--- src/rtl/fp_acc_pkg.sv ---
// Shared definitions for the FP accumulator slice.
// Provides the floating-point format enumeration with its exponent/mantissa
// widths, the accumulator FSM state type, and the canonical quiet NaN
// pattern for a given format.
package fp_acc_pkg;

    typedef enum logic [2:0] {
        FP32    = 3'd0,
        FP64    = 3'd1,
        FP16    = 3'd2,
        FP8     = 3'd3,
        FP16ALT = 3'd4
    } fp_format_e;

    typedef enum logic [1:0] {
        IDLE = 2'd0,
        ACC  = 2'd1,
        DONE = 2'd2
    } state_e;

    function automatic int unsigned exp_bits(input fp_format_e fmt);
        case (fmt)
            FP64:       return 11;
            FP16, FP8:  return 5;
            default:    return 8;
        endcase
    endfunction

    function automatic int unsigned man_bits(input fp_format_e fmt);
        case (fmt)
            FP64:    return 52;
            FP16:    return 10;
            FP8:     return 2;
            FP16ALT: return 7;
            default: return 23;
        endcase
    endfunction

    function automatic int unsigned fp_width(input fp_format_e fmt);
        return 1 + exp_bits(fmt) + man_bits(fmt);
    endfunction

    // Sign 0, exponent all ones, only the mantissa MSB set; right-aligned.
    function automatic logic [63:0] canonical_qnan(input fp_format_e fmt);
        int unsigned e;
        int unsigned m;
        e = exp_bits(fmt);
        m = man_bits(fmt);
        return (((64'd1 << e) - 64'd1) << m) | (64'd1 << (m - 1));
    endfunction

endpackage

--- src/rtl/fp_add.sv ---
// Combinational IEEE-754 two-operand adder, round-to-nearest-even.
// Handles subnormals, overflow to infinity, and returns the canonical qNaN
// for any NaN operand or for inf + (-inf). Exact cancellation yields +0.
// Ports:
//   a_i, b_i : operands in format FpFormat
//   sum_o    : rounded sum
module fp_add
    import fp_acc_pkg::*;
#(
    parameter fp_format_e  FpFormat = FP32,
    parameter int unsigned WIDTH    = fp_width(FpFormat)
) (
    input  logic [WIDTH-1:0] a_i,
    input  logic [WIDTH-1:0] b_i,
    output logic [WIDTH-1:0] sum_o
);

    localparam int unsigned E  = exp_bits(FpFormat);
    localparam int unsigned M  = man_bits(FpFormat);
    // carry + hidden + mantissa + guard/round/sticky
    localparam int unsigned WW = M + 5;
    localparam int unsigned XW = E + 2;
    localparam logic [WIDTH-1:0] QNAN = WIDTH'(canonical_qnan(FpFormat));

    // Subnormals share the exponent of the smallest normal.
    function automatic logic [XW-1:0] eff_exp(input logic [E-1:0] e);
        return (e == '0) ? XW'(1) : XW'(e);
    endfunction

    function automatic logic rne_up(input logic lsb, input logic guard, input logic rest);
        return guard & (rest | lsb);
    endfunction

    function automatic logic [XW-1:0] lzc(input logic [WW-2:0] v);
        logic [XW-1:0] cnt;
        cnt = XW'(WW - 1);
        for (int i = 0; i < WW - 1; i++) begin
            if (v[i]) cnt = XW'(WW - 2 - i);
        end
        return cnt;
    endfunction

    logic          sa, sb, sign_big, a_big, eff_sub;
    logic          nan_a, nan_b, inf_a, inf_b, overflow;
    logic [E-1:0]  ea, eb;
    logic [M-1:0]  ma, mb, man_f;
    logic [M:0]    sig_big, sig_small;
    logic [XW-1:0] exp_big, exp_small, shamt, lz, lshift, exp_n, exp_r;
    logic [2*WW-1:0] align;
    logic [WW-1:0] big_x, small_x, sum_x;
    logic [WW-2:0] norm_x;
    logic [M+1:0]  rounded;

    always_comb begin
        sa = a_i[WIDTH-1];
        ea = a_i[WIDTH-2:M];
        ma = a_i[M-1:0];
        sb = b_i[WIDTH-1];
        eb = b_i[WIDTH-2:M];
        mb = b_i[M-1:0];
        nan_a = (&ea) & (|ma);
        nan_b = (&eb) & (|mb);
        inf_a = (&ea) & ~(|ma);
        inf_b = (&eb) & ~(|mb);

        // Order operands by magnitude so the subtraction never goes negative.
        a_big     = {ea, ma} >= {eb, mb};
        eff_sub   = sa ^ sb;
        sign_big  = a_big ? sa : sb;
        sig_big   = a_big ? {|ea, ma} : {|eb, mb};
        sig_small = a_big ? {|eb, mb} : {|ea, ma};
        exp_big   = eff_exp(a_big ? ea : eb);
        exp_small = eff_exp(a_big ? eb : ea);

        // Alignment: bits shifted out of the window collapse into sticky.
        shamt = exp_big - exp_small;
        if (shamt > XW'(WW)) shamt = XW'(WW);
        big_x      = {1'b0, sig_big, 3'b000};
        align      = {1'b0, sig_small, 3'b000, {WW{1'b0}}} >> shamt;
        small_x    = align[2*WW-1:WW];
        small_x[0] = small_x[0] | (|align[WW-1:0]);
        sum_x      = eff_sub ? big_x - small_x : big_x + small_x;

        // Normalisation; left shifts stop at the minimum exponent so tiny
        // results land in the subnormal range instead of underflowing.
        lz     = '0;
        lshift = '0;
        if (sum_x[WW-1]) begin
            norm_x = {sum_x[WW-1:2], |sum_x[1:0]};
            exp_n  = exp_big + XW'(1);
        end else begin
            lz     = lzc(sum_x[WW-2:0]);
            lshift = (lz < exp_big - XW'(1)) ? lz : exp_big - XW'(1);
            norm_x = sum_x[WW-2:0] << lshift;
            exp_n  = exp_big - lshift;
        end

        rounded = {1'b0, norm_x[WW-2:3]}
                + (M+2)'(rne_up(norm_x[3], norm_x[2], norm_x[1] | norm_x[0]));
        if (rounded[M+1]) begin
            exp_r = exp_n + XW'(1);
            man_f = rounded[M:1];
        end else begin
            // No hidden bit after rounding means the result stayed subnormal.
            exp_r = rounded[M] ? exp_n : '0;
            man_f = rounded[M-1:0];
        end
        overflow = exp_r >= XW'((1 << E) - 1);

        sum_o = {sign_big, exp_r[E-1:0], man_f};
        if (overflow) sum_o = {sign_big, {E{1'b1}}, {M{1'b0}}};
        // Zero sum: cancellation gives +0, only (-0)+(-0) keeps the sign.
        if (sum_x == '0) sum_o = {(eff_sub ? 1'b0 : sa), {(WIDTH-1){1'b0}}};
        if (inf_a | inf_b) sum_o = {(inf_a ? sa : sb), {E{1'b1}}, {M{1'b0}}};
        if (nan_a | nan_b | (inf_a & inf_b & eff_sub)) sum_o = QNAN;
    end

endmodule

--- src/rtl/fp_acc.sv ---
// Sequential FP accumulator fed by the fp_mul result stream.
// A job is started in IDLE with start_i and a length; that many products are
// summed (one per cycle, RNE) and the sum is offered on the output handshake.
// Ports:
//   clk_i, rst_i            : clock, synchronous active-high reset
//   start_i, cfg_len_i      : job start and product count (sampled in IDLE)
//   busy_o                  : job in progress (ACC or DONE)
//   in_valid_i/in_ready_o/in_data_i    : product stream
//   out_valid_o/out_ready_i/out_data_o : accumulated sum
module fp_acc
    import fp_acc_pkg::*;
#(
    parameter fp_format_e  FpFormat  = fp_format_e'(0),
    parameter int unsigned WIDTH     = fp_width(FpFormat),
    parameter int unsigned CNT_WIDTH = 16
) (
    input  logic                 clk_i,
    input  logic                 rst_i,
    input  logic                 start_i,
    input  logic [CNT_WIDTH-1:0] cfg_len_i,
    output logic                 busy_o,
    input  logic                 in_valid_i,
    output logic                 in_ready_o,
    input  logic [WIDTH-1:0]     in_data_i,
    output logic                 out_valid_o,
    input  logic                 out_ready_i,
    output logic [WIDTH-1:0]     out_data_o
);

    state_e               state_q, state_d;
    logic [WIDTH-1:0]     acc_q, acc_sum;
    logic [CNT_WIDTH-1:0] cnt_q, len_q;

    fp_add #(
        .FpFormat (FpFormat)
    ) u_fp_add (
        .a_i   (acc_q),
        .b_i   (in_data_i),
        .sum_o (acc_sum)
    );

    always_ff @(posedge clk_i) begin
        if (rst_i) begin
            state_q <= IDLE;
            acc_q   <= '0;
            cnt_q   <= '0;
            len_q   <= '0;
        end else begin
            state_q <= state_d;
            case (state_q)
                IDLE: begin
                    if (start_i) begin
                        acc_q <= '0;
                        cnt_q <= '0;
                        if (cfg_len_i != '0) len_q <= cfg_len_i;
                    end
                end
                ACC: begin
                    if (in_valid_i) begin
                        acc_q <= acc_sum;
                        cnt_q <= cnt_q + CNT_WIDTH'(1);
                    end
                end
                default: ;
            endcase
        end
    end

    always_comb begin
        state_d     = state_q;
        busy_o      = 1'b0;
        in_ready_o  = 1'b0;
        out_valid_o = 1'b0;
        out_data_o  = '0;
        case (state_q)
            IDLE: begin
                if (start_i) state_d = (cfg_len_i != '0) ? ACC : DONE;
            end
            ACC: begin
                busy_o     = 1'b1;
                in_ready_o = 1'b1;
                if (in_valid_i && (cnt_q == len_q - CNT_WIDTH'(1))) state_d = DONE;
            end
            DONE: begin
                busy_o      = 1'b1;
                out_valid_o = 1'b1;
                out_data_o  = acc_q;
                if (out_ready_i) state_d = IDLE;
            end
            default: state_d = IDLE;
        endcase
    end

endmodule

--- config.mk ---
export PLATFORM = sky130hd
export DESIGN_NAME = fp_acc
export DESIGN_NICKNAME = d
export VERILOG_FILES = /design/src/rtl/fp_acc_pkg.sv /design/src/rtl/fp_add.sv /design/src/rtl/fp_acc.sv
export SDC_FILE = /design/constraint.sdc
export NUM_CORES = 1
export LEC_CHECK = 0
export ABC_AREA = 1
export BUFFER_PORTS_ARGS = -buffer_cell sky130_fd_sc_hd__buf_2
export CORE_ASPECT_RATIO = 1.2
export CORE_MARGIN = 4
export CORE_UTILIZATION = 59
export DETAILED_ROUTE_END_ITERATION = 6
export GPL_ROUTABILITY_DRIVEN = 0
export GPL_TIMING_DRIVEN = 0
export PLACE_DENSITY = 0.78
export SLEW_MARGIN = 30
export SYNTH_ARGS = -nofsm -noshare
export SYNTH_HDL_FRONTEND = slang
export SYNTH_HIERARCHICAL = 1
export SYNTH_SLANG_ARGS = --single-unit
--- constraint.sdc ---
create_clock -name clk_i -period 18.8 [get_ports clk_i]
set_input_delay 2.82 -clock clk_i [delete_from_list [all_inputs] [get_ports clk_i]]
set_output_delay 2.82 -clock clk_i [all_outputs]
set_load 0.01 [all_outputs]
---- Word level (Yosys, flattened, before mapping) ----
Cells that the tools add are included.
cells by class
  $add $sub $neg .......................... 10
  multiply operators ...................... 0
  div/mod/pow operators ................... 0
  magnitude comparators ................... 4
  equality and inequality tests ........... 9
  shifts and indexed selects .............. 2
  muxes and demuxes ....................... 64
  bitwise gates (word level) .............. 16
  reductions and logical operators ........ 20
operators with widths
  operator                 count
  $mux W32                 6
  $mux W5                  16
  $pmux W32 S2             1
  $mux W10                 6
  $shr A55 B10 Y56         1
  $mux W24                 2
  $reduce_or A23 Y1        2
  $mux W16                 2
  $mux W4                  8
  $mux W8                  4
  $pmux W16 S2             1
  $ge A31 B31 Y1           1
  $mux W31                 1
  $add A27 B28 Y28         1
  $logic_not A28 Y1        1
  $mux W28                 1
  $reduce_or A28 Y1        1
  $sub A27 B28 Y28         1
  $mux W27                 1
  $shl A27 B10 Y27         1
  $add A24 B1 Y25          1
  $mux W23                 1
  $add A10 B1 Y10 const B  2
  $sub A10 B10 Y10         2
  29 further kinds         61
word-level totals
  register bits after elaboration ......... 66
  latch bits .............................. 0
  RAM bits ................................ 0
  bits in read-only memories .............. 0
  input port bits ......................... 53
  output and inout port bits .............. 35
  word-level logic and storage cells ...... 130
  memories ................................ 0

---- Longest topological paths before layout ----
  depth after elaboration ................. 57
  depth in mapped cells ................... 103
  gate-level depth less buffers ........... 99

---- Modules after synthesis ----
Netlist, hierarchy kept.
by module, submodules not included
  module  times used  cells each  area each (um^2)  seq. area each (um^2)
  fp_add  1           2111        10709.0           0.0
  fp_acc  1           554         3613.5            1321.3

---- Worst setup path before layout ----
OpenSTA, ideal clock, no wires.
  path kind ............................... in2reg
  start ................................... input port in_data_i[30]
  end ..................................... register acc_q[20]
  library setup time ...................... 0.070 ns
  arrival ................................. 14.789 ns
  required time ........................... 18.730 ns
  slack ................................... 3.941 ns
  stages on the path ...................... 88
  buffers on the path ..................... 8
  cell sequence ........................... inv_1 -> ha_1 -> nand2_1 -> nor2_1 -> nand3_1 -> nor2_1 -> nand2_1 -> nand3_2 -> buf_2 -> buf_1 -> clkbuf_1 -> clkbuf_1 -> nand2_1 -> o21ai_0 -> nand2_1 -> ha_1 -> fa_1 -> inv_1 -> [... 52 more ...] -> a21oi_1 -> nor2_1 -> nor2_1 -> nand2_1 -> a21oi_1 -> o21ai_0 -> xor2_1 -> inv_1 -> nand4_1 -> xor2_1 -> nand2_1 -> nand2_1 -> nor2_4 -> buf_4 -> nand3_1 -> nor2_1 -> nand3_1 -> a21oi_1
on the way
  cells in the longest elaborated chain, start to end .. 57
  elaborated cells on any way between the ends .. 80
  classes of those cells .................. add/sub (8); order compare (4); shift (2); mux (48); bitwise (11); reduce/logical (7)
RTL lines
  element                            line                        text
  start, declared                    fp_acc.sv:24                input logic [WIDTH-1:0] in_data_i,
  $ge A31 B31 Y1                     fp_add.sv:67                a_big = {ea, ma} >= {eb, mb};
  $mux W8, on equally long branches  fp_add.sv:72, fp_add.sv:73
  $logic_not A8 Y1                   fp_add.sv:27                return (e == '0) ? XW'(1) : XW'(e);
  $mux W8                            fp_add.sv:27
  $sub A10 B10 Y10                   fp_add.sv:76                shamt = exp_big - exp_small;
  $gt A10 B5 Y1                      fp_add.sv:77                if (shamt > XW'(WW)) shamt = XW'(WW);
  $mux W10                           fp_add.sv:77
  $shr A55 B10 Y56                   fp_add.sv:79                align = {1'b0, sig_small, 3'b000, {WW{1'b0}}} >> shamt;
  [... 42 more ...]                  n/a
  $ge A10 B8 Y1                      fp_add.sv:108               overflow = exp_r >= XW'((1 << E) - 1);
  $mux W31                           fp_add.sv:111               if (overflow) sum_o = {sign_big, {E{1'b1}}, {M{1'b0}}};
  $mux W32                           fp_add.sv:113               if (sum_x == '0) sum_o = {(eff_sub ? 1'b0 : sa), {(WIDTH-1){1'b0}}};
  $mux W32                           fp_add.sv:114               if (inf_a | inf_b) sum_o = {(inf_a ? sa : sb), {E{1'b1}}, {M{1'b0}}};
  $mux W32 *                         fp_add.sv:115               if (nan_a | nan_b | (inf_a & inf_b & eff_sub)) sum_o = QNAN;
  named net acc_sum[20]              fp_acc.sv:31                logic [WIDTH-1:0] acc_q, acc_sum;
  $mux W32 *                         fp_acc.sv:59                if (in_valid_i) begin
  $pmux W32 S2 *                     fp_acc.sv:50                case (state_q)
  end signal, assigned               fp_acc.sv:60                acc_q <= acc_sum;
  end, declared                      fp_acc.sv:31
The timed path passes the listed nets; every way through them passes the cells marked *. The select of a mux whose other input is x is not followed.
A chain may end at the register's enable or synchronous reset.

---- Worst setup path after layout ----
  start ................................... input port in_data_i[10]
  end ..................................... register acc_q[20]
Same word-level chain as after synthesis.

==> metrics.md <==
| Metric | Value |
|---|---|
| Min Clock Period, post-route | 17.53 ns |
| Largest stage delay, worst path | 0.43 ns |
| Final ANT Viol Nets | 0 |
| DR vias/cell | a little over 6 |
| Skew final | 0.007622 ns |
| Slowest-stage cell, CP | fa_1 |
| Most frequent cells in the layout | nand2_1 (843), nand3_1 (452), inv_1 (306), nor2_1 (184), a21oi_1 (138) |
| Crit-path leading delay family | simple AND/OR/NAND/NOR gates |
| Share of layout cells above drive strength 1 | 0.09610 |
| Starting Density | 0.5994 |
| WL final | 53990 µm |
| Crit path capture type | register |
| Fin nets | roughly 2.9k |
| Clock power frac | 0.069 |
| Most common cell after layout, fill and taps aside | nand2_1 |
| Ys flop type | dfxtp_1 |
| Cell mode on critical path | nand2_1 |
| Postcts setup bufs | 0 |
| Worst-path clk slew | 0.06 ns |
| H-tree Lvls | 3 |
| Startpoint Class | input port |
| Sw frac | 0.6370 |
| Max-Cap Viols | 0 |
| Lkg Pwr | slightly above 8 nW |
| CTS Buf Count | 9 |
| Unrepaired setup endpoints after global routing | false |
| Sink Count | 66 |
| Count of input and output buffers | 87 |
| TritonCTS clock tree | done |
| Fmax | about 57 MHz |
| Worst endpoint required time | 19.07 ns |
| Max rail drop VDD | between 100 and 150 µV |
| Tot Pwr | a little under 3 mW |
| Top cells by area, synth | nand2_1 (22%), nand3_1 (16%), ha_1 (9.4%) |
| Core box area | around 24000 µm² |
| Area Overhead vs Synth | 8.334% |
| Final Hold Fails | 0 |
| Synth Register Bits | 66 |
| Clk Latency, worst-skew pair | 0.36 ns |
| Io pins | 88 |
| Slew HR | 0.4279 |
| Number of synthesized flops with an enable pin | 0 |
| Avg Inst Size Synth | about 5.4 µm² |
| Worst Setup Slack, final | 1.270 ns |
| Yosys Warn Count | 6 |
| First-pass detailed-route iteration total | 7 |
| Drc violations | 24 |
| Fin. max-slew vios | 0 |
| Share of the synthesized area in the top cell type | 0.2209 |
| Async set-reset flop share out of synthesis | 0 |
| Cell-internal power | roughly 1.1 mW |
| Setup TNS | 0 ns |
| Cell Pwr Density | 190.5 nW/µm² |
| Grt ovf | 0 |
| Netlist cell types | 67 |
| Die width | between 150 and 200 µm |
| Wirelength per Cell | ~17 µm |
| Final core occ | 0.6494 |
| Grt met2 use | 0.6355 |
| Bufs and invs on worst path | 18 |
| Antenna diodes | 0 |
| Worst min-delay path category | reg2reg |
| Final setup vio count | 0 |
| Grt met1 use | 0.4854 |
| GRT busiest layer | met2 |
| # rows | 62 |
| Root Buffer | clkbuf_16 |
| Netlist Area Pre-Place | 14320 µm² |
| Sequential share of the synthesized area | 0.09225 |
| Via count | between 15k and 20k |
| Post-synth top area cell | nand2_1 |
| HPWL after DPL | approximately 43000 µm |
| Register share of total power | 0.074 |
| Final period utilization | 0.9324 |
| Syn Inst Count | 2665 |
| NetSw | 1.883 mW |
| Crit path kind | in2reg |
| Global-route wire length before repair | around 85000 µm |
| Initial antenna violation count | 0 |
| Comb pwr share | 0.858 |
| DR iter-0 viols | approximately 2.5k |
| Status | finished with violations |
| GR Util All Layers | 0.3939 |
| Crit-path max FO | 10 |
| Clock tree buffer depth | 2 |
| Die area | between 20000 and 30000 µm² |
| Pre-CTS setup slack | 0.9383 ns |
| Met3 GRT Util | 0.06119 |
| Slew @ Worst Pin | 0.8491 ns |
| Die Y | 178.7 µm |
| Vias in the first global route | between 15k and 20k |
| R2R Setup Slk | approximately 3.5 ns |
| WP data arrival | about 18 ns |
| Net count of the mapped netlist | about 2.8k |
| Failing checks | DRC |
| Largest net degree at the start of global routing | 13 |
==> through the flow <==
| stage | std cells | hold WS, ns | area (µm²) |
|---|---|---|---|
| after floorplan | 2665 | 0.4487 | 14320 |
| after global placement | 3072 | 0.4705 | 15160 |
| after detailed placement | 3072 | 0.4786 | 15160 |
| after CTS | 3088 | 0.4880 | 15510 |
| after global routing | 3088 | 0.5133 | 15520 |
| final | 3088 | 0.4845 | 15520 |
==> Yosys cell counts (7+ instances only) <==
master    count
buf_4        14
a21oi_1     138
or2_2         8
buf_2        38
nand3_1     452
nand4_1      71
buf_6         7
dfxtp_1      66
nor4_1       19
nand3b_1      9
xor2_1       33
nor2_1      184
inv_2        20
nand2_2      11
a31oi_1       7
nand2_1     843
o21ai_2       8
o21ai_1      28
o21ai_0      97
nand3_2       9
clkbuf_1     42
nor2_4       10
xnor2_1      16
inv_1       306
nor2_2        8
ha_1        108
nor3_1       28
==> worst paths after layout <==
path                               startpoint  depth (start not counted)         to
worst min-delay path                len_q[14]                          2  len_q[14]
worst max register to register      acc_q[10]                         87  acc_q[20]
worst max-delay path            in_data_i[10]                         89  acc_q[20]
worst min register to register      len_q[14]                          2  len_q[14]
==> per-layer routing <==
| layer | wire, µm | vias up |
|---|---|---|
| met3 | 5830 | 280 |
| li1 | - | 8982 |
| met1 | 20230 | 8295 |
| met2 | 23750 | 1296 |
| met4 | 4180 | 0 |
| met5 | 0 | - |
==> state kept, by name (all words and copies together), names as in the netlist <==
| register | flops |
|---|---|
| state_q | 2 |
| acc_q | 32 |
| len_q | 16 |
| cnt_q | 16 |
==> power by group through the flow <==
| stage | clock [mW] | sequential (mW) | combinational (mW) |
|---|---|---|---|
| finish | 0.203 | 0.218 | 2.54 |
| global route | 0.209 | 0.220 | 2.78 |
| CTS | 0.203 | 0.214 | 2.43 |
| detailed placement | 0 | 0.216 | 2.41 |
| global placement | 0 | 0.215 | 2.37 |
| floorplan | 0 | 0.195 | 1.82 |
==> cell type report <==
type,instances,area (µm²)
multi-input cells,2162,11210
fillers,2428,8377
flip-flops and latches,66,1321
inverters,330,1241
plain buffers,107,559.3
repair buffers,87,435.4
well taps,320,400.4
clock buffers,10,239.0
clock inverters,6,113.9
==> cells by family (layout without fill, tap and decap cells) <==
kind of cell             Yosys count  in the layout  share of synthesized area
AND/OR/NAND/NOR                 1680           1680                     0.5275
buffers and inverters            437            540                     0.1254
AO/OA/AOI/OAI                    318            318                     0.1232
adder cells (fa/ha/maj)          111            111                    0.09854
flip-flops                        66             66                    0.09225
XOR/XNOR                          51             51                    0.03224
other                              1              1                  0.0002618
multiplexers                       1              1                  0.0006989
==> tightest hold or removal path: cells and delay by family, from the launching register on <==
kind / cells / cell delay, ns
buffers and inverters: 1 / 0.07
flip-flops: 1 / 0.32
AO/OA/AOI/OAI: 1 / 0.05
==> what timing repair did <==
action | CTS | global route
hold endpoints to repair | 0 | 0
endpoints found under the setup margin | 0 | 31
resized for setup | 0 | 7
hold buffers | 0 | 0
Note: power is estimated with default switching activity, not from simulation.
